--- config.mk ---
export PLATFORM = sky130hd
export DESIGN_NAME = param_up_down_counter
export DESIGN_NICKNAME = d
export VERILOG_FILES = /design/src/rtl/param_up_down_counter.sv
export SDC_FILE = /design/constraint.sdc
export NUM_CORES = 1
export LEC_CHECK = 0
export ABC_AREA = 1
export CORE_MARGIN = 5
export CORE_UTILIZATION = 46
export DETAILED_ROUTE_END_ITERATION = 8
export GPL_TIMING_DRIVEN = 0
export PLACE_DENSITY = 0.76
export SLEW_MARGIN = 0
export SYNTH_ARGS = -nofsm -noshare
export SYNTH_HDL_FRONTEND = slang
export SYNTH_SLANG_ARGS = --single-unit
--- constraint.sdc ---
create_clock -name clock -period 3.4 [get_ports clock]
set_input_delay 0.68 -clock clock [delete_from_list [all_inputs] [get_ports clock]]
set_output_delay 0.68 -clock clock [all_outputs]
set_load 0.05 [all_outputs]
--- src/rtl/param_up_down_counter.sv ---
// Parametrised up/down counter with a programmable limit, parallel load, wrap or
// saturate at the range ends, a cascade terminal count, and rollover/at_bound flags.
module param_up_down_counter #(
  parameter int unsigned       WIDTH       = 4,
  parameter bit                SATURATE    = 1'b0,
  parameter logic [WIDTH-1:0]  RESET_VALUE = '0
) (
  input  logic             clock,
  input  logic             clear,
  input  logic             count_en,
  input  logic             up_down,
  input  logic             load,
  input  logic [WIDTH-1:0] load_value,
  input  logic [WIDTH-1:0] limit,
  output logic [WIDTH-1:0] count,
  output logic             tc,
  output logic             rollover,
  output logic             at_bound
);

  if (WIDTH < 2) begin : g_bad_width
    $error("param_up_down_counter: WIDTH must be at least 2");
  end

  typedef enum logic [2:0] {
    ACT_HOLD,
    ACT_INC,
    ACT_DEC,
    ACT_TO_ZERO,
    ACT_TO_LIMIT,
    ACT_BLOCK
  } action_e;

  action_e          action;
  logic             wrapped;
  logic             at_top;
  logic             at_zero;
  logic             above;
  logic [WIDTH-1:0] step_count;
  logic [WIDTH-1:0] load_clamped;

  assign at_top       = (count == limit);
  assign at_zero      = (count == '0);
  assign above        = (count > limit);
  assign load_clamped = (load_value > limit) ? limit : load_value;

  // An out-of-range count (limit lowered at runtime) is re-entered before the
  // usual boundary rules apply; only the wrap-mode up step counts as a wrap.
  always_comb begin
    // NOTE: every combinational output gets a default first so no path leaves it unassigned (no latch).
    action  = ACT_HOLD;
    wrapped = 1'b0;
    if (count_en) begin
      if (up_down) begin
        if (above) begin
          action  = SATURATE ? ACT_TO_LIMIT : ACT_TO_ZERO;
          wrapped = !SATURATE;
        end else if (at_top) begin
          action  = SATURATE ? ACT_BLOCK : ACT_TO_ZERO;
          wrapped = !SATURATE;
        end else begin
          action  = ACT_INC;
        end
      end else begin
        if (above) begin
          action  = ACT_TO_LIMIT;
        end else if (at_zero) begin
          action  = SATURATE ? ACT_BLOCK : ACT_TO_LIMIT;
          wrapped = !SATURATE;
        end else begin
          action  = ACT_DEC;
        end
      end
    end
  end

  always_comb begin
    step_count = count;
    unique case (action)
      ACT_INC:      step_count = count + 1'b1;
      ACT_DEC:      step_count = count - 1'b1;
      ACT_TO_ZERO:  step_count = '0;
      ACT_TO_LIMIT: step_count = limit;
      default:      step_count = count;
    endcase
  end

  // Priority: clear > load > count_en > hold. at_bound holds while idle; rollover
  // is a single-cycle pulse, so it drops on any edge that does not wrap.
  always_ff @(posedge clock) begin
    // NOTE: registered state uses non-blocking assignments so all flops update together.
    if (clear) begin
      count    <= RESET_VALUE;
      rollover <= 1'b0;
      at_bound <= 1'b0;
    end else if (load) begin
      count    <= load_clamped;
      rollover <= 1'b0;
      at_bound <= 1'b0;
    end else if (count_en) begin
      count    <= step_count;
      rollover <= wrapped && !SATURATE;
      at_bound <= SATURATE && (action == ACT_BLOCK);
    end else begin
      rollover <= 1'b0;
    end
  end

  assign tc = count_en & (up_down ? at_top : at_zero);

endmodule

==> impl_metrics.csv <==
group,metric,value,unit
global_route,antenna_found_initial,0,
critical_path,critical_path.reg2reg.startpoint,"count[1]$_SDFFE_PP0P_",
drt,drc_errors,0,
clock_tree,cts-buffers-inserted,3,
clock_tree,cts.root.buffer_cell,"sky130_fd_sc_hd__clkbuf_4",
global_route,globalRouteTotalUtil,0.151,
drt,final_antenna_net_count,0,
global_route,gr-total-overflow,0,
logic_synthesis,synthArstFlopShare,0,
status,status,"finished clean",
floorplanning,io_pins,20,
critical_path,ff2ff_setup_slack,0.93,ns
timing,rsz_0062_raised_after_global_routing,"false",
timing,final.setup.worst_slack,0.267,ns
timing,maxClockFrequency,319,MHz
drt,first_pass_iters,4,
critical_path,required,2.72,ns
logic_synthesis,syn_area,701,um2
placed_design,placedCellCount,142,
drt,drt_first_iter_violations,15,
timing,final_layout_worst_hold_slack,0.607,ns
timing,maxSlewHeadroom,0.667,
logic_synthesis,synth-seq-area-share,0.143,
critical_path,arrival,2.45,ns
critical_path,r2r-end,"count[3]$_SDFFE_PP0P_",
placed_design,gp_routability_congestion,0.827,
placed_design,dp_hpwl,1420,um
min_path,holdCritStartpoint,"count[0]$_SDFFE_PP0P_",
clock_tree,clk_pin_slew,0.04,ns
logic_synthesis,synth.ff_latch_count,5,
floorplanning,rows,14,
global_route,grt_pass1_wl,2990,um
min_path,min_path_type,"register to register",
critical_path,r2r_cells,18,
timing,timing.final.max_slew_violations,0,
finish,layout-drive-gt1-share,0.131,
logic_synthesis,synth-edff-count,0,
power_and_ir_drop,finalPower,0.323,mW
power_and_ir_drop,power.density_cell_area,348,mW/mm2
critical_path,critPathLaunchType,"input pin",
drt,wl_per_cell,11.4,um
placed_design,placement_stage_cell_area,901,um2
logic_synthesis,synthFlopType,"sky130_fd_sc_hd__dfxtp_1",
floorplanning,placeableCoreArea,0.00147,mm2
clock_tree,postCtsSetupRepairBufs,0,
finish,final_area,926,um2
global_route,grt_max_degree,9,
clock_tree,worst_skew_pair.late_latency,0.24,ns
timing,skew,0.00296,ns
finish,final_core_util,0.629,
power_and_ir_drop,peakVddDrop,236,uV
placed_design,post-place-ws,-0.0222,ns
drt,via_count,775,
job,cap_viol_max_count,0,
finish,final_nets,155,
logic_synthesis,postSynthAreaPerCell,6.49,um2
clock_tree,cts.sink_count,5,
drt,drt-vias-per-instance,5.31,
timing,hold_violation_total_from_the_final_report,0,
logic_synthesis,post_synth_num_cell_types,20,
timing,finalSetupViolations,0,
floorplanning,floorplan.die_area,0.00240,mm2
timing,worst-slew-pin-transition,0.498,ns
global_route,first_global_vias,731,
placed_design,port-buffer-count,18,
critical_path,crit_path_max_fanout,3,
logic_synthesis,gate_count_after_technology_mapping,108,
min_path,min_delay_worst_endpoint,"count[0]$_SDFFE_PP0P_",
logic_synthesis,synth_fp_nets,132,
critical_path,critical_path_class,"input pin to output port",
floorplanning,height_of_the_chip,49.0,um
clock_tree,cts_tree,"done",
timing,finalCriticalPeriod,3.13,ns
timing,share_of_the_cycle_needed_by_the_critical_path_after_routing,0.921,
clock_tree,cts_buffer_depth,2,
critical_path,endpoint_kind,"output port",
finish,flow.area_growth_from_synthesis,32.1,%
power_and_ir_drop,cellLeakagePower,0.469,nW
timing,setup-tns-final,0,ns
finish,antennaDiodeCount,0,
clock_tree,cts.htree.levels,1,
logic_synthesis,yosysWarningCount,0,
drt,routed_wl,1670,um
finish,num-fill-cells,138,
floorplanning,chipWidth,49.0,um
finish,instances_no_fill,146,
floorplanning,initial_util,0.476,
min_path,worst_hold_path.num_cells,2,
-- worst max path at each step --
stage	startpoint	endpoint	slack (ns)	cells past startpoint
2_1_floorplan	count[0]$_SDFFE_PP0P_	tc	0.34	4
3_5_place_dp	limit[3]	tc	-0.02	8
5_1_grt	limit[3]	tc	0.12	8
3_3_place_gp	limit[3]	tc	-0.01	8
4_1_cts	limit[3]	tc	0.25	8
6_report	limit[3]	tc	0.27	8
-- per-layer routing --
layer | vias to the layer above | track usage | part of all wire
met4 | 0 | 0.0807 | 0.022
met1 | 352 | 0.189 | 0.46
li1 | 396 | - | -
met2 | 21 | 0.248 | 0.47
met5 | - | 0 | 0
met3 | 6 | 0.0183 | 0.045
-- layout make-up --
cell class                      instances  area, um2  area share
Clock buffer                            4       26.3      0.0284
Timing Repair Buffer                   18        179       0.193
Inverter                               19       71.3      0.0770
Buffer                                  1       7.51     0.00811
Multi-Input combinational cell         83        522       0.564
Sequential cell                         5        100       0.108
Tap cell                               16       20.0      0.0216
-- report_power, final --
| part | switching (mW) | total (mW) | internal, mW |
|---|---|---|---|
| registers | 0.00934 | 0.0745 | 0.0652 |
| logic | 0.112 | 0.182 | 0.0699 |
| clock network | 0.0222 | 0.0664 | 0.0442 |
| total | 0.143 | 0.323 | 0.179 |
-- cell usage after synthesis, types with 2 or more instances --
cell type / instances / share of area
sky130_fd_sc_hd__nand2_1: 25 / 0.13
sky130_fd_sc_hd__inv_1: 16 / 0.086
sky130_fd_sc_hd__a21oi_1: 12 / 0.086
sky130_fd_sc_hd__ha_1: 10 / 0.18
sky130_fd_sc_hd__o21ai_0: 9 / 0.064
sky130_fd_sc_hd__nand3_1: 6 / 0.043
sky130_fd_sc_hd__dfxtp_1: 5 / 0.14
sky130_fd_sc_hd__nand3_2: 4 / 0.057
sky130_fd_sc_hd__inv_2: 3 / 0.016
sky130_fd_sc_hd__nor2_1: 3 / 0.016
sky130_fd_sc_hd__o22ai_1: 3 / 0.027
sky130_fd_sc_hd__nand2_2: 2 / 0.018
sky130_fd_sc_hd__nand2_4: 2 / 0.032
sky130_fd_sc_hd__o21ai_1: 2 / 0.014
-- registers in the layout, summed over array words and instances, names as in the netlist --
signal,flops
count,4
rollover,1
-- cells in the final DEF (no fill, tap or decap) --
| master | instances |
|---|---|
| sky130_fd_sc_hd__nand2_4 | 2 |
| sky130_fd_sc_hd__dlygate4sd2_1 | 1 |
| sky130_fd_sc_hd__a21oi_2 | 1 |
| sky130_fd_sc_hd__conb_1 | 1 |
| sky130_fd_sc_hd__nor2_4 | 1 |
| sky130_fd_sc_hd__inv_2 | 3 |
| sky130_fd_sc_hd__dfxtp_1 | 5 |
| sky130_fd_sc_hd__nand3_1 | 6 |
| sky130_fd_sc_hd__o22ai_1 | 3 |
| sky130_fd_sc_hd__clkbuf_1 | 1 |
| sky130_fd_sc_hd__nor2_1 | 3 |
| sky130_fd_sc_hd__clkdlybuf4s50_1 | 17 |
| sky130_fd_sc_hd__nand2_2 | 2 |
| sky130_fd_sc_hd__fa_1 | 1 |
| sky130_fd_sc_hd__o21ai_0 | 9 |
| sky130_fd_sc_hd__nand2_1 | 25 |
| sky130_fd_sc_hd__a21oi_1 | 12 |
| sky130_fd_sc_hd__nand3_2 | 4 |
| sky130_fd_sc_hd__o21ai_1 | 2 |
| sky130_fd_sc_hd__inv_1 | 16 |
| sky130_fd_sc_hd__clkbuf_4 | 3 |
| sky130_fd_sc_hd__buf_4 | 1 |
| sky130_fd_sc_hd__ha_1 | 10 |
| sky130_fd_sc_hd__xor2_1 | 1 |
-- kinds of logic after synthesis --
group                    Yosys count  synth area share
AND/OR/NAND/NOR                   43             0.316
AO/OA/AOI/OAI                     27             0.204
buffers and inverters             20             0.113
adder cells (fa/ha/maj)           11             0.207
flip-flops                         5             0.143
XOR/XNOR                           1            0.0125
other                              1           0.00535
-- repair_timing --
action	4_1_cts	5_1_grt
resized for setup	1	0
hold buffers	0	0
setup endpoints to repair	1	0
-- worst max-delay path, stage by stage --
cell and delay (ns):
sky130_fd_sc_hd__clkdlybuf4s50_1 0.49, sky130_fd_sc_hd__inv_1 0.08, sky130_fd_sc_hd__ha_1 0.30, sky130_fd_sc_hd__nand2_1 0.07, sky130_fd_sc_hd__inv_2 0.06, sky130_fd_sc_hd__nand3_2 0.08
sky130_fd_sc_hd__o21ai_0 0.15, sky130_fd_sc_hd__dlygate4sd2_1 0.54
No activity file was read; power rests on OpenSTA's default activity.
